File: src/rtl/pipelined_carry_skip_adder_if.sv
// Stream bundle for pipelined_carry_skip_adder.
// Request side: valid_i/ready_o, operands, carry_i, sub_i.
// Response side: valid_o/ready_i, result_o, carry_o, overflow_o.
interface pipelined_carry_skip_adder_if #(
    parameter int DATA_WIDTH = 32
);
    logic                  valid_i;
    logic                  ready_o;
    logic [DATA_WIDTH-1:0] operand_A_i;
    logic [DATA_WIDTH-1:0] operand_B_i;
    logic                  carry_i;
    logic                  sub_i;
    logic                  valid_o;
    logic                  ready_i;
    logic [DATA_WIDTH-1:0] result_o;
    logic                  carry_o;
    logic                  overflow_o;

    modport slave (
        input  valid_i, operand_A_i, operand_B_i,
        input  carry_i, sub_i, ready_i,
        output ready_o, valid_o, result_o,
        output carry_o, overflow_o
    );

    modport master (
        output valid_i, operand_A_i, operand_B_i,
        output carry_i, sub_i, ready_i,
        input  ready_o, valid_o, result_o,
        input  carry_o, overflow_o
    );
endinterface

File: src/rtl/pipelined_carry_skip_adder.sv
// Pipelined carry-skip adder/subtractor, STAGES slices.
// Ports: clk_i, rst_n_i (async low), bus (stream slave).
module pipelined_carry_skip_adder #(
    parameter int DATA_WIDTH  = 32,
    parameter int BLOCK_WIDTH = 4,
    parameter int STAGES      = 2
) (
    input  logic clk_i,
    input  logic rst_n_i,
    pipelined_carry_skip_adder_if.slave bus
);
    localparam int W  = DATA_WIDTH / STAGES;
    localparam int NB = W / BLOCK_WIDTH;

    // Returns {carry into slice MSB, slice carry-out, sum}.
    function automatic logic [W+1:0] skip_slice(
        input logic [W-1:0] a,
        input logic [W-1:0] b,
        input logic         cin
    );
        logic [W-1:0] s;
        logic c, rc, bp, cm, p;
        int n;
        s  = '0;
        c  = cin;
        cm = cin;
        for (int j = 0; j < NB; j++) begin
            rc = c;
            bp = 1'b1;
            for (int i = 0; i < BLOCK_WIDTH; i++) begin
                n    = j * BLOCK_WIDTH + i;
                p    = a[n] ^ b[n];
                s[n] = p ^ rc;
                cm   = rc;
                rc   = (a[n] & b[n]) | (p & rc);
                bp   = bp & p;
            end
            // skip mux: a fully propagating block passes its carry-in
            c = bp ? c : rc;
        end
        return {cm, c, s};
    endfunction

    logic [DATA_WIDTH-1:0] a_q [STAGES];
    logic [DATA_WIDTH-1:0] b_q [STAGES];
    logic [DATA_WIDTH-1:0] r_q [STAGES];
    logic [STAGES-1:0]     v_q;
    logic [STAGES-1:0]     c_q;
    logic                  o_q;

    logic [DATA_WIDTH-1:0] a_d [STAGES];
    logic [DATA_WIDTH-1:0] b_d [STAGES];
    logic [DATA_WIDTH-1:0] r_d [STAGES];
    logic [STAGES-1:0]     v_d;
    logic [STAGES-1:0]     c_d;
    logic                  o_d;
    logic [STAGES-1:0]     load;

    // Stage k slices bits [k*W +: W] of what stage k-1 holds;
    // stage 0 works straight from the (B-conditioned) inputs.
    always_comb begin
        logic [DATA_WIDTH-1:0] pa, pb, pr;
        logic                  pc, pv;
        logic [W+1:0]          sl;
        pa  = bus.operand_A_i;
        pb  = bus.operand_B_i ^ {DATA_WIDTH{bus.sub_i}};
        pr  = '0;
        pc  = bus.carry_i;
        pv  = bus.valid_i;
        sl  = '0;
        o_d = 1'b0;
        v_d = '0;
        c_d = '0;
        for (int k = 0; k < STAGES; k++) begin
            sl   = skip_slice(pa[k*W +: W], pb[k*W +: W], pc);
            a_d[k] = pa;
            b_d[k] = pb;
            r_d[k] = pr;
            r_d[k][k*W +: W] = sl[W-1:0];
            c_d[k] = sl[W];
            v_d[k] = pv;
            o_d  = sl[W+1] ^ sl[W];
            pa   = a_q[k];
            pb   = b_q[k];
            pr   = r_q[k];
            pc   = c_q[k];
            pv   = v_q[k];
        end
    end

    // A stage loads when it is empty, its successor is empty,
    // or its successor loads; the last stage when output drains.
    always_comb begin
        logic adv;
        adv = bus.ready_i | ~v_q[STAGES-1];
        load = '0;
        load[STAGES-1] = adv;
        for (int k = STAGES - 2; k >= 0; k--) begin
            adv = adv | ~v_q[k] | ~v_q[k+1];
            load[k] = adv;
        end
    end

    always_ff @(posedge clk_i or negedge rst_n_i) begin
        if (!rst_n_i) begin
            v_q <= '0;
            c_q <= '0;
            o_q <= 1'b0;
            for (int k = 0; k < STAGES; k++) begin
                a_q[k] <= '0;
                b_q[k] <= '0;
                r_q[k] <= '0;
            end
        end else begin
            for (int k = 0; k < STAGES; k++) begin
                if (load[k]) begin
                    v_q[k] <= v_d[k];
                    c_q[k] <= c_d[k];
                    a_q[k] <= a_d[k];
                    b_q[k] <= b_d[k];
                    r_q[k] <= r_d[k];
                end
            end
            if (load[STAGES-1]) begin
                o_q <= o_d;
            end
        end
    end

    assign bus.ready_o    = load[0];
    assign bus.valid_o    = v_q[STAGES-1];
    assign bus.result_o   = r_q[STAGES-1];
    assign bus.carry_o    = c_q[STAGES-1];
    assign bus.overflow_o = o_q;
endmodule
File: src/flat_wrapper.sv
// flat-port wrapper written by rule: the top's interface ports become plain ports
module pipelined_carry_skip_adder_flat 
#(
    parameter int DATA_WIDTH  = 32,
    parameter int BLOCK_WIDTH = 4,
    parameter int STAGES      = 2
)
  (clk_i, rst_n_i, bus_valid_i, bus_operand_A_i, bus_operand_B_i, bus_carry_i, bus_sub_i, bus_ready_i, bus_ready_o, bus_valid_o, bus_result_o, bus_carry_o, bus_overflow_o);
  pipelined_carry_skip_adder_if #(.DATA_WIDTH(DATA_WIDTH)) bus_i ();
  input  logic clk_i;
  input  logic rst_n_i;
  input wire logic [$bits(bus_i.valid_i)-1:0] bus_valid_i;
  input wire logic [$bits(bus_i.operand_A_i)-1:0] bus_operand_A_i;
  input wire logic [$bits(bus_i.operand_B_i)-1:0] bus_operand_B_i;
  input wire logic [$bits(bus_i.carry_i)-1:0] bus_carry_i;
  input wire logic [$bits(bus_i.sub_i)-1:0] bus_sub_i;
  input wire logic [$bits(bus_i.ready_i)-1:0] bus_ready_i;
  output wire logic [$bits(bus_i.ready_o)-1:0] bus_ready_o;
  output wire logic [$bits(bus_i.valid_o)-1:0] bus_valid_o;
  output wire logic [$bits(bus_i.result_o)-1:0] bus_result_o;
  output wire logic [$bits(bus_i.carry_o)-1:0] bus_carry_o;
  output wire logic [$bits(bus_i.overflow_o)-1:0] bus_overflow_o;
  assign bus_i.valid_i = bus_valid_i;
  assign bus_i.operand_A_i = bus_operand_A_i;
  assign bus_i.operand_B_i = bus_operand_B_i;
  assign bus_i.carry_i = bus_carry_i;
  assign bus_i.sub_i = bus_sub_i;
  assign bus_i.ready_i = bus_ready_i;
  assign bus_ready_o = bus_i.ready_o;
  assign bus_valid_o = bus_i.valid_o;
  assign bus_result_o = bus_i.result_o;
  assign bus_carry_o = bus_i.carry_o;
  assign bus_overflow_o = bus_i.overflow_o;
  pipelined_carry_skip_adder #(.DATA_WIDTH(DATA_WIDTH), .BLOCK_WIDTH(BLOCK_WIDTH), .STAGES(STAGES)) u_core (.clk_i(clk_i), .rst_n_i(rst_n_i), .bus(bus_i));
endmodule
File: config.mk
export PLATFORM = sky130hd
export DESIGN_NAME = pipelined_carry_skip_adder_flat
export DESIGN_NICKNAME = d
export VERILOG_FILES = /design/src/rtl/pipelined_carry_skip_adder_if.sv /design/src/rtl/pipelined_carry_skip_adder.sv /design/src/flat_wrapper.sv
export SDC_FILE = /design/constraint.sdc
export NUM_CORES = 1
export LEC_CHECK = 0
export CORE_AREA = 2 2 123 95
export CTS_BUF_LIST = sky130_fd_sc_hd__clkbuf_8
export DETAILED_ROUTE_END_ITERATION = 8
export DIE_AREA = 0 0 125 97
export GPL_TIMING_DRIVEN = 1
export PLACE_DENSITY_LB_ADDON = 0.15
export SETUP_SLACK_MARGIN = 0.1
export SKIP_LAST_GASP = 1
export SLEW_MARGIN = 5
export SYNTH_ARGS = -nofsm -noshare
export SYNTH_HDL_FRONTEND = slang
export SYNTH_SLANG_ARGS = --single-unit
File: constraint.sdc
create_clock -name clk_i -period 12.4 [get_ports clk_i]
set_input_delay 2.48 -clock clk_i [delete_from_list [all_inputs] [get_ports clk_i]]
set_output_delay 2.48 -clock clk_i [all_outputs]
set_load 0.005 [all_outputs]
==> results of run 1 <==
-- through the flow --
step           worst slack [ns]  power (mW)  util [%]
6_report                   2.02       0.893      57.0
5_1_grt                    1.66       0.963      57.0
4_1_cts                    2.04       0.908      57.0
3_5_place_dp               1.68       0.702      55.1
3_3_place_gp               1.84       0.692      55.1
2_1_floorplan              2.27       0.542         -
-- area by class of cell --
type / instances / share of cell area, %
Clock buffer: 12 / 2.68
Sequential cell: 85 / 34.5
Clock inverter: 4 / 0.750
Multi-Input combinational cell: 311 / 39.4
Tap cell: 140 / 2.84
Inverter: 40 / 2.43
Timing Repair Buffer: 109 / 17.4
-- power breakdown --
| group | internal (mW) | switching, mW |
|---|---|---|
| logic | 0.165 | 0.132 |
| registers | 0.348 | 0.0448 |
| clock network | 0.109 | 0.0954 |
-- placed cells by master (no fill, tap or decap), types with 3 or more instances in the layout --
master and count:
sky130_fd_sc_hd__ha_1 32, sky130_fd_sc_hd__o211ai_1 3, sky130_fd_sc_hd__nor2_1 32, sky130_fd_sc_hd__xor2_1 18
sky130_fd_sc_hd__nand2_1 97, sky130_fd_sc_hd__mux2_1 16, sky130_fd_sc_hd__clkdlybuf4s50_1 103, sky130_fd_sc_hd__inv_1 41
sky130_fd_sc_hd__dfrtp_1 85, sky130_fd_sc_hd__clkbuf_8 12, sky130_fd_sc_hd__nand2b_1 5, sky130_fd_sc_hd__buf_4 5
sky130_fd_sc_hd__nand4_1 6, sky130_fd_sc_hd__fa_1 32, sky130_fd_sc_hd__xnor2_1 14, sky130_fd_sc_hd__o21ai_1 4
sky130_fd_sc_hd__a21oi_1 32
-- metal layers --
metal | wire (µm) | global-route usage (%) | vias to the layer above
met2 | 4590 | 27.0 | 65
met3 | 390 | 4.09 | 16
met4 | 160 | 4.62 | 0
met1 | 4500 | 22.9 | 1537
li1 | - | - | 1616
met5 | 0 | 0 | -
-- worst max-delay path, stage by stage --
cell and delay (ns):
sky130_fd_sc_hd__clkdlybuf4s50_1 0.47, sky130_fd_sc_hd__xor2_1 0.24, sky130_fd_sc_hd__fa_1 0.23, sky130_fd_sc_hd__inv_1 0.05, sky130_fd_sc_hd__fa_1 0.38, sky130_fd_sc_hd__fa_1 0.39
sky130_fd_sc_hd__fa_1 0.36, sky130_fd_sc_hd__mux2i_1 0.35, sky130_fd_sc_hd__inv_1 0.11, sky130_fd_sc_hd__fa_1 0.42, sky130_fd_sc_hd__fa_1 0.39, sky130_fd_sc_hd__fa_1 0.38
sky130_fd_sc_hd__fa_1 0.39, sky130_fd_sc_hd__nand2_1 0.06, sky130_fd_sc_hd__o21ai_0 0.13, sky130_fd_sc_hd__fa_1 0.44, sky130_fd_sc_hd__fa_1 0.38, sky130_fd_sc_hd__fa_1 0.39
sky130_fd_sc_hd__fa_1 0.37, sky130_fd_sc_hd__nand2b_1 0.08, sky130_fd_sc_hd__o211ai_1 0.14, sky130_fd_sc_hd__fa_1 0.44, sky130_fd_sc_hd__fa_1 0.39, sky130_fd_sc_hd__fa_1 0.37
sky130_fd_sc_hd__inv_1 0.07, sky130_fd_sc_hd__fa_1 0.41, sky130_fd_sc_hd__mux2_1 0.30
-- final timing paths --
path	to	slack [ns]	depth (start not counted)
max	u_core.r_d[15]	2.02	27
min reg2reg	u_core.bus.result_o[26]	0.47	2
max in group asynchronous	u_core.bus.result_o[15]	9.38	1
max reg2reg	u_core.bus.overflow_o	3.51	28
min	u_core.bus.result_o[26]	0.47	2
min in group asynchronous	u_core.bus.result_o[24]	2.33	1
-- cells by family (layout without fill, tap and decap cells) --
| kind of cell | after synthesis | after routing | share of synthesized area, % |
|---|---|---|---|
| flops | 85 | 85 | 44.2 |
| buf+inv | 61 | 165 | 5.41 |
| compound gates | 47 | 47 | 5.69 |
| simple gates | 150 | 150 | 13.0 |
| fa+ha+maj | 64 | 64 | 21.6 |
| xor+xnor | 32 | 32 | 5.82 |
| mux | 18 | 18 | 4.26 |
-- sequential cells by signal, summed over array words and instances (netlist names) --
register               cells
u_core.a_d                16
u_core.b_d                16
u_core.bus.overflow_o      1
u_core.bus.result_o       32
u_core.c_q                 2
u_core.r_d                16
u_core.v_q                 2
==> run_summary.xml, run 1 <==
<?xml version="1.0" encoding="UTF-8"?>
<metrics>
  <group name="finish">
    <metric name="diodes" unit="">0</metric>
    <metric name="seq_area" unit="µm²">2130</metric>
    <metric name="finalNetCount" unit="">690</metric>
    <metric name="layout.cells.non_filler" unit="">701</metric>
    <metric name="drive_above_1_share" unit="%">5.17</metric>
    <metric name="final_area" unit="µm²">6170</metric>
    <metric name="multi_input_gate_area_in_the_final_layout" unit="µm²">2430</metric>
    <metric name="nFillCells" unit="">991</metric>
    <metric name="area_growth" unit="%">28.1</metric>
  </group>
  <group name="drt">
    <metric name="detail_route.wl_per_cell" unit="µm">13.8</metric>
    <metric name="detailroute.via_count" unit="">3234</metric>
    <metric name="viasPerCell" unit="">4.61</metric>
    <metric name="routed_wirelength" unit="mm">9.64</metric>
    <metric name="drcViolationCount" unit="">0</metric>
    <metric name="drc_violation_total_after_the_first_tritonroute_iteration" unit="">149</metric>
    <metric name="final_antenna_net_count" unit="">0</metric>
    <metric name="detailedRoute.firstPassIterationCount" unit="">4</metric>
  </group>
  <group name="timing">
    <metric name="setup_tns" unit="ns">0</metric>
    <metric name="finalHoldViolCount" unit="">0</metric>
    <metric name="grt_setup_unrepaired" unit="">no</metric>
    <metric name="final_setup_fails" unit="">0</metric>
    <metric name="peak_freq" unit="GHz">0.0963</metric>
    <metric name="fin_hold_ws" unit="ns">0.467</metric>
    <metric name="period_needed" unit="ns">10.38</metric>
    <metric name="timing_worst_slew_pin_value" unit="ns">1.07</metric>
    <metric name="report.final.slew_viol_count" unit="">0</metric>
    <metric name="maxSlewHeadroom" unit="%">28.6</metric>
    <metric name="finalClockSkew" unit="ns">0.0112</metric>
    <metric name="layout_worst_path_cycle_share" unit="%">83.7</metric>
  </group>
  <group name="placed_design">
    <metric name="dp_hpwl" unit="mm">7.12</metric>
    <metric name="numPlacedInstances" unit="">685</metric>
    <metric name="routabilityCongestion" unit="">0.769</metric>
    <metric name="post_dp_cell_area" unit="µm²">5960</metric>
    <metric name="io_buffers" unit="">105</metric>
  </group>
  <group name="run">
    <metric name="drv.max_cap_violation_count" unit="">0</metric>
  </group>
  <group name="clocking">
    <metric name="tritoncts" unit="">done</metric>
    <metric name="clock_latency" unit="ns">0.35</metric>
    <metric name="post_cts_resize_count" unit="">0</metric>
    <metric name="clk_pin_slew" unit="ns">0.08</metric>
    <metric name="clockBufferDepth" unit="">2</metric>
    <metric name="holdBufCountCts" unit="">0</metric>
    <metric name="clock_tree.root_cell" unit="">sky130_fd_sc_hd__clkbuf_8</metric>
    <metric name="numCtsBuffers" unit="">9</metric>
    <metric name="cts_max_level" unit="">3</metric>
    <metric name="post-cts-setup-buffers" unit="">0</metric>
    <metric name="clkSinkCount" unit="">85</metric>
  </group>
  <group name="synth">
    <metric name="mappedNetlistArea" unit="µm²">4810</metric>
    <metric name="synth.top_cells.by_area" unit="">sky130_fd_sc_hd__dfrtp_1, sky130_fd_sc_hd__fa_1, sky130_fd_sc_hd__ha_1, sky130_fd_sc_hd__nand2_1, sky130_fd_sc_hd__mux2_1</metric>
    <metric name="dominantRegCellSynth" unit="">sky130_fd_sc_hd__dfrtp_1</metric>
    <metric name="synthesis.instances" unit="">457</metric>
    <metric name="postSynthRegisterBits" unit="">85</metric>
    <metric name="synth.top_cell.area_share" unit="%">44.2</metric>
    <metric name="synthDistinctLibCells" unit="">34</metric>
    <metric name="synth.cells.most_frequent" unit="">sky130_fd_sc_hd__nand2_1, sky130_fd_sc_hd__dfrtp_1, sky130_fd_sc_hd__inv_1</metric>
    <metric name="synth-seq-area-share" unit="%">44.2</metric>
    <metric name="top_count_cell_post_synth" unit="">sky130_fd_sc_hd__nand2_1</metric>
    <metric name="synth_nets" unit="">591</metric>
    <metric name="number_of_synthesized_flops_with_an_enable_pin" unit="">0</metric>
    <metric name="postSynth.asyncResetShare" unit="%">100</metric>
    <metric name="synthesis.area_per_instance" unit="µm²">10.5</metric>
    <metric name="synthDominantAreaCellType" unit="">sky130_fd_sc_hd__dfrtp_1</metric>
    <metric name="ys_warn_count" unit="">0</metric>
  </group>
  <group name="global_route">
    <metric name="grt_pass1_wl" unit="mm">16.1</metric>
    <metric name="antenna_found_initial" unit="">0</metric>
    <metric name="gr-usage-all-layers" unit="%">16.8</metric>
    <metric name="overflow" unit="">0</metric>
    <metric name="first_global_vias" unit="">3303</metric>
    <metric name="grt_max_degree" unit="">86</metric>
  </group>
  <group name="power">
    <metric name="power.leakage" unit="nW">2.88</metric>
    <metric name="ir_drop" unit="µV">63.9</metric>
    <metric name="powerDensity" unit="nW/µm²">145</metric>
  </group>
  <group name="setup_path">
    <metric name="setup.worst_path.start_class" unit="">input port</metric>
    <metric name="criticalPathCategory" unit="">input port to register</metric>
    <metric name="cp.arrival" unit="ns">10.60</metric>
    <metric name="crit_path_start" unit="">bus_operand_B_i[0]</metric>
    <metric name="setup.worst_path.end_class" unit="">register</metric>
    <metric name="cp.required" unit="ns">12.62</metric>
    <metric name="regToRegStartpoint" unit="">u_core.b_d[16]</metric>
    <metric name="path_max_fanout" unit="">3</metric>
  </group>
  <group name="die">
    <metric name="num_rows" unit="">33</metric>
    <metric name="core_area" unit="µm²">10800</metric>
    <metric name="initial_core_utilization" unit="%">44.5</metric>
    <metric name="top_level_ports" unit="">106</metric>
    <metric name="die_h" unit="µm">97</metric>
    <metric name="floorplan.die_area" unit="µm²">12100</metric>
    <metric name="floorplan.die.width" unit="µm">125</metric>
  </group>
  <group name="status">
    <metric name="status" unit="">completed</metric>
  </group>
  <group name="hold_path">
    <metric name="worstHoldPathType" unit="">register to register</metric>
    <metric name="timing.hold.worst.start" unit="">u_core.bus.result_o[26]</metric>
  </group>
</metrics>
Note: power is estimated with default switching activity, not from simulation.
==> inputs of run 2 (changes only) <==
==> constraint.sdc (replaced) <==
create_clock -name clk_i -period 10.1 [get_ports clk_i]
set_input_delay 2.02 -clock clk_i [delete_from_list [all_inputs] [get_ports clk_i]]
set_output_delay 2.02 -clock clk_i [all_outputs]
set_load 0.005 [all_outputs]
==> run_summary.xml, run 2 (synthesis gave the netlist of run 1 again) <==
<?xml version="1.0" encoding="UTF-8"?>
<metrics>
  <group name="status">
    <metric name="status" unit="">completed</metric>
  </group>
  <group name="timing">
    <metric name="period_needed" unit="ns">9.67</metric>
    <metric name="finalClockSkew" unit="ns">0.00675</metric>
    <metric name="timing.final.ws_setup" unit="ns">0.432</metric>
    <metric name="timing_worst_slew_pin_value" unit="ns">1.10</metric>
    <metric name="peak_freq" unit="GHz">0.103</metric>
    <metric name="report.final.slew_viol_count" unit="">0</metric>
    <metric name="maxSlewHeadroom" unit="%">26.9</metric>
    <metric name="layout_worst_path_cycle_share" unit="%">95.7</metric>
    <metric name="setup_tns" unit="ns">0</metric>
    <metric name="finalHoldViolCount" unit="">0</metric>
    <metric name="grt_setup_unrepaired" unit="">no</metric>
    <metric name="final_setup_fails" unit="">0</metric>
  </group>
  <group name="clocking">
    <metric name="clock_tree.root_cell" unit="">sky130_fd_sc_hd__clkbuf_8</metric>
    <metric name="clk_pin_slew" unit="ns">0.08</metric>
    <metric name="clkSinkCount" unit="">85</metric>
    <metric name="cts_max_level" unit="">3</metric>
    <metric name="clock_latency" unit="ns">0.35</metric>
    <metric name="numCtsBuffers" unit="">9</metric>
    <metric name="holdBufCountCts" unit="">0</metric>
    <metric name="clockBufferDepth" unit="">2</metric>
    <metric name="tritoncts" unit="">done</metric>
  </group>
  <group name="finish">
    <metric name="diodes" unit="">0</metric>
    <metric name="finalNetCount" unit="">692</metric>
    <metric name="layout.cells.non_filler" unit="">700</metric>
    <metric name="leading_cell_type_in_the_layout_fill_and_taps_excluded" unit="">sky130_fd_sc_hd__clkdlybuf4s50_1</metric>
    <metric name="area_growth" unit="%">27.5</metric>
    <metric name="multi_input_gate_area_in_the_final_layout" unit="µm²">2450</metric>
    <metric name="seq_area" unit="µm²">2130</metric>
    <metric name="drive_above_1_share" unit="%">5.71</metric>
    <metric name="max_reg_flops" unit="">32</metric>
    <metric name="final_util" unit="%">56.8</metric>
    <metric name="nFillCells" unit="">974</metric>
    <metric name="most-common-layout-cells" unit="">sky130_fd_sc_hd__clkdlybuf4s50_1, sky130_fd_sc_hd__nand2_1, sky130_fd_sc_hd__dfrtp_1</metric>
  </group>
  <group name="power">
    <metric name="cellInternalPower" unit="µW">723</metric>
    <metric name="p_sw" unit="µW">330</metric>
    <metric name="p_clk_share" unit="%">19.3</metric>
    <metric name="powerDensity" unit="nW/µm²">171</metric>
    <metric name="seq_power_share" unit="%">45.8</metric>
    <metric name="power.leakage" unit="nW">2.86</metric>
    <metric name="power_frac_comb" unit="%">34.9</metric>
    <metric name="swShare" unit="%">31.4</metric>
    <metric name="power.total" unit="mW">1.05</metric>
    <metric name="ir_drop" unit="µV">70.0</metric>
  </group>
  <group name="drt">
    <metric name="drc_violation_total_after_the_first_tritonroute_iteration" unit="">136</metric>
    <metric name="detailroute.via_count" unit="">3270</metric>
    <metric name="detail_route.wl_per_cell" unit="µm">14.3</metric>
    <metric name="viasPerCell" unit="">4.67</metric>
    <metric name="detailedRoute.firstPassIterationCount" unit="">4</metric>
    <metric name="drcViolationCount" unit="">0</metric>
    <metric name="routed_wirelength" unit="mm">9.99</metric>
    <metric name="final_antenna_net_count" unit="">0</metric>
  </group>
  <group name="setup_path">
    <metric name="regToRegSetupSlack" unit="ns">1.27</metric>
    <metric name="setup.worst_path.start_class" unit="">input port</metric>
    <metric name="criticalPathCategory" unit="">input port to register</metric>
    <metric name="cp.required" unit="ns">10.33</metric>
    <metric name="path_max_fanout" unit="">2</metric>
    <metric name="timing.rr.end" unit="">u_core.bus.overflow_o</metric>
    <metric name="worst-r2r-cell-count" unit="">28</metric>
    <metric name="setup.worst_path.end_class" unit="">register</metric>
    <metric name="cp.arrival" unit="ns">9.90</metric>
    <metric name="regToRegStartpoint" unit="">u_core.b_d[16]</metric>
  </group>
  <group name="placed_design">
    <metric name="dp_hpwl" unit="mm">7.32</metric>
    <metric name="io_buffers" unit="">105</metric>
    <metric name="routabilityCongestion" unit="">0.789</metric>
    <metric name="pre_cts_slack" unit="ns">-0.120</metric>
    <metric name="numPlacedInstances" unit="">686</metric>
  </group>
  <group name="global_route">
    <metric name="grt_pass1_wl" unit="mm">16.7</metric>
    <metric name="first_global_vias" unit="">3349</metric>
    <metric name="gr-usage-all-layers" unit="%">17.3</metric>
    <metric name="overflow" unit="">0</metric>
    <metric name="antenna_found_initial" unit="">0</metric>
    <metric name="grt_max_degree" unit="">86</metric>
  </group>
  <group name="die">
    <metric name="initial_core_utilization" unit="%">44.5</metric>
    <metric name="num_rows" unit="">33</metric>
    <metric name="top_level_ports" unit="">106</metric>
    <metric name="core_area" unit="µm²">10800</metric>
    <metric name="floorplan.die.width" unit="µm">125</metric>
    <metric name="floorplan.die_area" unit="µm²">12100</metric>
    <metric name="die_h" unit="µm">97</metric>
  </group>
  <group name="hold_path">
    <metric name="worstHoldEndpoint" unit="">u_core.bus.result_o[26]</metric>
    <metric name="worstHoldPathType" unit="">register to register</metric>
    <metric name="hold_depth" unit="">2</metric>
    <metric name="timing.hold.worst.start" unit="">u_core.bus.result_o[26]</metric>
  </group>
  <group name="run">
    <metric name="drv.max_cap_violation_count" unit="">0</metric>
  </group>
</metrics>
run 2: power by group through the flow:
stage | registers, mW | clock network [mW] | logic [mW]
floorplan | 0.483 | 0 | 0.182
global placement | 0.486 | 0 | 0.364
detailed placement | 0.490 | 0 | 0.373
CTS | 0.483 | 0.212 | 0.374
global route | 0.494 | 0.231 | 0.416
finish | 0.482 | 0.203 | 0.368
run 2: worst max-delay path by stage:
stage                             from             end  slack, ns  cells past startpoint
finish              bus_operand_B_i[0]  u_core.r_d[15]       0.43                     27
detailed placement  bus_operand_B_i[0]  u_core.r_d[15]      -0.12                     27
CTS                 bus_operand_B_i[0]  u_core.r_d[15]       0.22                     27
global placement    bus_operand_B_i[0]  u_core.r_d[15]       0.15                     27
global route        bus_operand_B_i[0]  u_core.r_d[15]       0.13                     27
floorplan                    bus_sub_i  u_core.r_d[15]       0.43                     28
run 2: cell type report:
type                    instances  share of cell area, %
multi-input cells             311                   39.8
flip-flops and latches         85                   34.6
repair buffers                111                   17.7
well taps                     140                   2.85
inverters                      40                   2.45
clock buffers                  10                   2.24
clock inverters                 3                  0.245
run 2: routing by layer:
layer  GRT usage (%)  up-vias  part of all wire, %
met2            28.8       67                   50
met3            4.15       11                  3.8
met5               0        -                    0
met1            22.9     1576                   45
met4            4.70        0                  1.1
li1                -     1616                    -
run 2: timing repair:
| item | 4_1_cts | 5_1_grt |
|---|---|---|
| setup buffers | 0 | 1 |
| endpoints found under the setup margin | 0 | 1 |
| gates resized for setup | 0 | 4 |
run 2: through the flow:
stage | hold WS, ns | cell area (µm²)
6_report | 0.466 | 6140
3_5_place_dp | 0.456 | 5970
2_1_floorplan | 0.435 | 4810
5_1_grt | 0.492 | 6140
4_1_cts | 0.471 | 6120
3_3_place_gp | 0.448 | 5970
run 2: critical path, cell delays in order:
cell	delay, ns
sky130_fd_sc_hd__clkdlybuf4s50_1	0.50
sky130_fd_sc_hd__xor2_2	0.19
sky130_fd_sc_hd__fa_1	0.20
sky130_fd_sc_hd__inv_1	0.05
sky130_fd_sc_hd__fa_1	0.38
sky130_fd_sc_hd__fa_1	0.39
sky130_fd_sc_hd__fa_1	0.39
sky130_fd_sc_hd__mux2i_2	0.22
sky130_fd_sc_hd__inv_1	0.09
sky130_fd_sc_hd__fa_1	0.41
sky130_fd_sc_hd__fa_1	0.39
sky130_fd_sc_hd__fa_1	0.40
sky130_fd_sc_hd__fa_1	0.40
sky130_fd_sc_hd__nand2_1	0.07
sky130_fd_sc_hd__o21ai_1	0.10
sky130_fd_sc_hd__fa_2	0.37
sky130_fd_sc_hd__fa_1	0.39
sky130_fd_sc_hd__fa_1	0.39
sky130_fd_sc_hd__fa_1	0.37
sky130_fd_sc_hd__nand2b_1	0.08
sky130_fd_sc_hd__o211ai_1	0.12
sky130_fd_sc_hd__fa_1	0.42
sky130_fd_sc_hd__fa_1	0.39
sky130_fd_sc_hd__fa_1	0.37
sky130_fd_sc_hd__inv_1	0.08
sky130_fd_sc_hd__fa_1	0.41
sky130_fd_sc_hd__mux2_1	0.30
==> inputs of run 3 (changes only) <==
==> constraint.sdc (replaced) <==
create_clock -name clk_i -period 9.09 [get_ports clk_i]
set_input_delay 1.818 -clock clk_i [delete_from_list [all_inputs] [get_ports clk_i]]
set_output_delay 1.818 -clock clk_i [all_outputs]
set_load 0.005 [all_outputs]
==> run_summary.xml, run 3 (synthesis gave the netlist of run 1 again) <==
<?xml version="1.0" encoding="UTF-8"?>
<metrics>
  <group name="clocking">
    <metric name="numCtsBuffers" unit="">9</metric>
    <metric name="holdBufCountCts" unit="">0</metric>
    <metric name="clkSinkCount" unit="">85</metric>
    <metric name="clock_tree.root_cell" unit="">sky130_fd_sc_hd__clkbuf_8</metric>
    <metric name="clk_pin_slew" unit="ns">0.08</metric>
    <metric name="tritoncts" unit="">done</metric>
    <metric name="clock_latency" unit="ns">0.36</metric>
    <metric name="cts_max_level" unit="">3</metric>
    <metric name="clockBufferDepth" unit="">2</metric>
  </group>
  <group name="die">
    <metric name="num_rows" unit="">33</metric>
    <metric name="floorplan.die.width" unit="µm">125</metric>
    <metric name="die_h" unit="µm">97</metric>
    <metric name="floorplan.die_area" unit="µm²">12100</metric>
    <metric name="initial_core_utilization" unit="%">44.5</metric>
    <metric name="core_area" unit="µm²">10800</metric>
    <metric name="top_level_ports" unit="">106</metric>
  </group>
  <group name="setup_path">
    <metric name="regToRegStartpoint" unit="">u_core.b_d[16]</metric>
    <metric name="criticalPathCategory" unit="">input port to register</metric>
    <metric name="worst_path_max_delay_cell" unit="">sky130_fd_sc_hd__clkdlybuf4s50_1</metric>
    <metric name="cp.required" unit="ns">9.34</metric>
    <metric name="regToRegSetupSlack" unit="ns">0.52</metric>
    <metric name="critPathMostFrequentCell" unit="">sky130_fd_sc_hd__buf_4</metric>
    <metric name="setup.worst_path.start_class" unit="">input port</metric>
    <metric name="setup.worst_path.end_class" unit="">register</metric>
    <metric name="path_max_fanout" unit="">2</metric>
    <metric name="critPathMaxStageDelay" unit="ns">0.47</metric>
    <metric name="worst-r2r-cell-count" unit="">28</metric>
    <metric name="timing.rr.end" unit="">u_core.bus.overflow_o</metric>
    <metric name="crit_path_start" unit="">bus_operand_B_i[1]</metric>
    <metric name="cp.arrival" unit="ns">8.99</metric>
  </group>
  <group name="drt">
    <metric name="final_antenna_net_count" unit="">0</metric>
    <metric name="detailroute.via_count" unit="">3439</metric>
    <metric name="detail_route.wl_per_cell" unit="µm">14.9</metric>
    <metric name="viasPerCell" unit="">4.75</metric>
    <metric name="routed_wirelength" unit="mm">10.8</metric>
    <metric name="detailedRoute.firstPassIterationCount" unit="">4</metric>
    <metric name="drcViolationCount" unit="">0</metric>
    <metric name="drc_violation_total_after_the_first_tritonroute_iteration" unit="">200</metric>
  </group>
  <group name="placed_design">
    <metric name="dp_hpwl" unit="mm">7.50</metric>
    <metric name="numPlacedInstances" unit="">690</metric>
    <metric name="io_buffers" unit="">105</metric>
    <metric name="routabilityCongestion" unit="">0.772</metric>
    <metric name="post_dp_cell_area" unit="µm²">6030</metric>
  </group>
  <group name="hold_path">
    <metric name="worstHoldEndpoint" unit="">u_core.bus.result_o[27]</metric>
    <metric name="timing.hold.worst.start" unit="">u_core.bus.result_o[27]</metric>
    <metric name="worstHoldPathType" unit="">register to register</metric>
    <metric name="hold_depth" unit="">2</metric>
  </group>
  <group name="timing">
    <metric name="grt_setup_unrepaired" unit="">no</metric>
    <metric name="fin_hold_ws" unit="ns">0.470</metric>
    <metric name="period_needed" unit="ns">8.74</metric>
    <metric name="final_setup_fails" unit="">0</metric>
    <metric name="finalHoldViolCount" unit="">0</metric>
    <metric name="report.final.slew_viol_count" unit="">0</metric>
    <metric name="peak_freq" unit="GHz">0.114</metric>
    <metric name="layout_worst_path_cycle_share" unit="%">96.1</metric>
    <metric name="maxSlewHeadroom" unit="%">43.5</metric>
    <metric name="timing_worst_slew_pin_value" unit="ns">0.848</metric>
    <metric name="finalClockSkew" unit="ns">0.0102</metric>
  </group>
  <group name="finish">
    <metric name="layout.cells.non_filler" unit="">724</metric>
    <metric name="final_util" unit="%">59.5</metric>
    <metric name="final_area" unit="µm²">6430</metric>
    <metric name="finalNetCount" unit="">712</metric>
    <metric name="max_reg_flops" unit="">32</metric>
    <metric name="area_growth" unit="%">33.6</metric>
    <metric name="drive_above_1_share" unit="%">12.3</metric>
    <metric name="leading_cell_type_in_the_layout_fill_and_taps_excluded" unit="">sky130_fd_sc_hd__clkdlybuf4s50_1</metric>
    <metric name="most-common-layout-cells" unit="">sky130_fd_sc_hd__clkdlybuf4s50_1, sky130_fd_sc_hd__nand2_1, sky130_fd_sc_hd__dfrtp_1</metric>
  </group>
  <group name="run">
    <metric name="drv.max_cap_violation_count" unit="">0</metric>
  </group>
  <group name="global_route">
    <metric name="antenna_found_initial" unit="">2</metric>
    <metric name="first_global_vias" unit="">3619</metric>
    <metric name="overflow" unit="">0</metric>
    <metric name="grt_max_degree" unit="">84</metric>
    <metric name="grt_pass1_wl" unit="mm">17.9</metric>
    <metric name="gr-usage-all-layers" unit="%">18.8</metric>
  </group>
  <group name="power">
    <metric name="power.total" unit="mW">1.30</metric>
    <metric name="power.leakage" unit="nW">3.02</metric>
    <metric name="ir_drop" unit="µV">88.2</metric>
    <metric name="powerDensity" unit="nW/µm²">202</metric>
  </group>
  <group name="status">
    <metric name="status" unit="">completed</metric>
  </group>
</metrics>
run 3: cell types whose count changed in the layout (fill, tap and decap cells not counted), sizes merged:
cell / delta
dlymetal6s2s: +3
buf: +20
clkbuf: -1
clkdlybuf4s50: -3
diode: +1
clkinv: -1
inv: +1
clkinvlp: +1
bufinv: +3
run 3: worst max path at each step:
stage          slack, ns             end  cells past startpoint
2_1_floorplan       0.11  u_core.r_d[15]                     28
3_3_place_gp       -0.18  u_core.r_d[15]                     27
3_5_place_dp       -0.41  u_core.r_d[15]                     27
4_1_cts             0.08  u_core.r_d[15]                     27
5_1_grt             0.08  u_core.r_d[15]                     37
6_report            0.35  u_core.r_d[15]                     37
run 3: area by class of cell:
type / instances / area (µm²)
Antenna cell: 1 / 2.50
Multi-Input combinational cell: 311 / 2490
Sequential cell: 85 / 2130
Clock buffer: 9 / 124
Timing Repair Buffer: 131 / 1250
Inverter: 40 / 150
Tap cell: 140 / 175
Clock inverter: 7 / 115
Fill cell: 914 / 4390
run 3: report_power, final:
group | switching [mW] | internal, mW | leakage [nW]
clock network | 0.139 | 0.182 | 0.121
registers | 0.0637 | 0.474 | 0.990
logic | 0.193 | 0.250 | 1.90
total | 0.396 | 0.905 | 3.02
run 3: critical path, delay by kind of cell:
kind                       cells  cell delay [ns]
xor gates and xnor gates       1             0.19
and+or+nand+nor                1             0.07
buffers and inverters         20             2.25
adders and majority gates     11             3.98
AOI/OAI and AO/OA              2             0.21
muxes                          2             0.49
run 3: layer usage:
layer | global-route usage, % | wire, µm | part of all wire (%)
met5 | 0 | 0 | 0
met4 | 6.58 | 251 | 2.3
met3 | 6.14 | 705 | 6.5
met2 | 30.9 | 5120 | 47
met1 | 23.4 | 4730 | 44
run 3: metrics by stage:
step,TNS [ns],setup slack (ns)
floorplan,0,0.113
finish,0,0.351
global placement,-0.180,-0.180
detailed placement,-0.490,-0.410
global route,0,0.0821
CTS,0,0.0781
run 3: what timing repair did:
| action | in CTS | in global routing |
|---|---|---|
| pin swaps | 1 | 5 |
| setup buffers | 16 | 1 |
| cloned | 0 | 0 |
| gates resized for setup | 4 | 13 |
| setup endpoints to repair | 2 | 5 |
==> variant: new RTL, config.mk and constraints of run 3 <==
`BLOCK_WIDTH` is set to 4 in 2 places; all go to 3.
--- a/src/rtl/pipelined_carry_skip_adder.sv
+++ b/src/rtl/pipelined_carry_skip_adder.sv
@@ -2,7 +2,7 @@
 // Ports: clk_i, rst_n_i (async low), bus (stream slave).
 module pipelined_carry_skip_adder #(
     parameter int DATA_WIDTH  = 32,
-    parameter int BLOCK_WIDTH = 4,
+    parameter int BLOCK_WIDTH = 3,
     parameter int STAGES      = 2
 ) (
     input  logic clk_i,
--- a/src/flat_wrapper.sv
+++ b/src/flat_wrapper.sv
@@ -2,7 +2,7 @@
 module pipelined_carry_skip_adder_flat 
 #(
     parameter int DATA_WIDTH  = 32,
-    parameter int BLOCK_WIDTH = 4,
+    parameter int BLOCK_WIDTH = 3,
     parameter int STAGES      = 2
 )
   (clk_i, rst_n_i, bus_valid_i, bus_operand_A_i, bus_operand_B_i, bus_carry_i, bus_sub_i, bus_ready_i, bus_ready_o, bus_valid_o, bus_result_o, bus_carry_o, bus_overflow_o);
Function: changed (a bounded check fails within 4 cycles, from zero or initial values and one cycle with rst_n_i low).
==> variant against run 3 <==
  * Clock skew is 0.00090 ns higher
  * Cell area shrank 4.8%
  * Area after synthesis fell by 5.5%
  * Die area stayed put
  * Via count shrank 6.7%
  * Sequential share of layout area shrank 0.38 points
  * Clock power decreased by 3%
  * Wire length decreased by 15%
  * Sequential cell count down 5
  * Power shrank 2.5%
  * Worst setup slack improved by 0.031 ns
  * Highest routed layer unchanged
==> variant: results (changes against run 3) <==
ys_top_cells_by_count: "nand2_1 (93), dfrtp_1 (80), inv_1 (36), nor2_1 (32), a21oi_1 (31)"
layout-drive-gt1-share_pct: 15.2  # +2.8 points
drtPass1Iterations: 4  # unchanged
dp_cells: 670  # -2.9%
avgViaCountPerCell: 4.58  # -3.6%
grt_pass1_wl_um: 15900  # -11%
hold-path-endpoint: "u_core.bus.result_o[26]$_DFFE_PN0P_"
antenna_found_initial: 0  # -2
fin_skew_ns: 0.0111  # +0.000900 ns
peakVddDrop_v: 0.0000914  # +3.6%
cell_internal_pwr_w: 0.000888  # -2.0%
place_worst_setup_slack_ns: -0.377  # +0.0335 ns
grt_max_degree: 81  # -3.6%
routed_wl_um: 9220  # -15%
r2r_cells: 30  # +7.1%
gp_congestion: 0.766  # -0.76%
maxSlewHeadroom_pct: 34.8  # -8.6 points
port_buffers: 99  # -5.7%
dp_hpwl_um: 6620  # -12%
worstPathArrival_ns: 8.94  # -0.05 ns
cpPeakStageDelay_ns: 0.54  # +0.07 ns
status: "completed"
drt_iter0_markers: 136  # -32%
r2r_slack_ns: 0.49  # -0.03 ns
yosys-top-cells-area: "dfrtp_1 (44%), fa_1 (13%), ha_1 (8.2%)"
grt_pass1_vias: 3276  # -9.5%
ys.flop_type: "dfrtp_1"
leakage_nw: 2.84  # -5.9%
track_usage_pct: 16.3  # -2.5 points
crit_path_top_delay_cell: "clkdlybuf4s50_1"
num_antenna_cells: 0  # -1
largest_reg_flops: 30  # -6.3%
r2r_end: "u_core.bus.overflow_o$_DFFE_PN0P_"
routedWlPerCell_um: 13.2  # -12%
synth.distinct_cells: 33  # -2.9%
holdWs_ns: 0.466  # -0.00329 ns
synth_seq_area_share_pct: 44.0  # -0.20 points
final_nets: 686  # -3.7%
hp-start: "u_core.bus.result_o[26]$_DFFE_PN0P_"
[variant: cell count changes after synthesis, sizes merged, moves of 3 or more]
cell,change
nand2,-6
nand3,+11
o211ai,-3
nand4,-7
a31oi,+3
buf,-8
inv,-4
clkbuf,+8
dfrtp,-5
[variant: logic make-up after synthesis]
kind of cell    count (synthesis)  synth area share, %
flops                          80                 44.0
buf+inv                        57                 5.03
simple gates                  148                 13.3
xor+xnor                       32                 6.16
compound gates                 48                 6.05
fa+ha+maj                      60                 21.4
mux                            16                 3.96
other cells                     1               0.0824
[variant: layer usage]
layer / track usage (%) / share of wire [%] / up-vias / wire length (um)
li1: - / - / 1606 / -
met1: 22.1 / 49 / 1537 / 4490
met5: 0 / 0 / - / 0
met4: 4.19 / 0.94 / 0 / 87
met3: 4.42 / 4.0 / 7 / 367
met2: 25.9 / 46 / 60 / 4280
[variant: layout make-up]
type	count	area, sq um
well taps	140	175
multi-input cells	306	2410
flip-flops and latches	80	2000
repair buffers	123	1170
fillers	976	4690
clock buffers	9	124
clock inverters	7	111
inverters	36	135
[variant: stage by stage]
stage / total power (W) / instance area, sq um
2_1_floorplan: 0.000723 / 4590
3_5_place_dp: 0.000941 / 5720
5_1_grt: 0.00137 / 6120
3_3_place_gp: 0.000930 / 5720
6_report: 0.00127 / 6120
4_1_cts: 0.00128 / 6090
[variant: timing repair]
item | CTS | global route
setup buffers | 14 | 1
setup endpoints to repair | 1 | 5
resized for setup | 6 | 12
pin swaps | 6 | 7
[variant: power by group through the flow]
stage / clock network [W] / registers (W) / logic, W
2_1_floorplan: 0 / 0.000512 / 0.000211
3_3_place_gp: 0 / 0.000516 / 0.000414
3_5_place_dp: 0 / 0.000519 / 0.000421
4_1_cts: 0.000320 / 0.000513 / 0.000444
5_1_grt: 0.000333 / 0.000527 / 0.000509
6_report: 0.000310 / 0.000512 / 0.000447
[variant: critical path: cells and delay by family]
kind                     cells  cell delay (ns)
adder cells (fa/ha/maj)     12             4.10
buffers and inverters       17             1.96
AO/OA/AOI/OAI                4             0.53
AND/OR/NAND/NOR              2             0.31
multiplexers                 1             0.27
[variant: worst max-delay path by stage]
stage,from,to,slack [ns],cells past startpoint
2_1_floorplan,bus_sub_i,u_core.r_d[14]$_DFFE_PN0P_,0.11,29
3_3_place_gp,bus_operand_B_i[0],u_core.r_d[14]$_DFFE_PN0P_,-0.26,28
3_5_place_dp,bus_operand_B_i[0],u_core.r_d[14]$_DFFE_PN0P_,-0.38,28
4_1_cts,u_core.b_d[16]$_DFFE_PN0P_,u_core.bus.overflow_o$_DFFE_PN0P_,0.10,30
5_1_grt,u_core.b_d[16]$_DFFE_PN0P_,u_core.bus.overflow_o$_DFFE_PN0P_,-0.02,30
6_report,bus_carry_i,u_core.r_d[14]$_DFFE_PN0P_,0.38,36
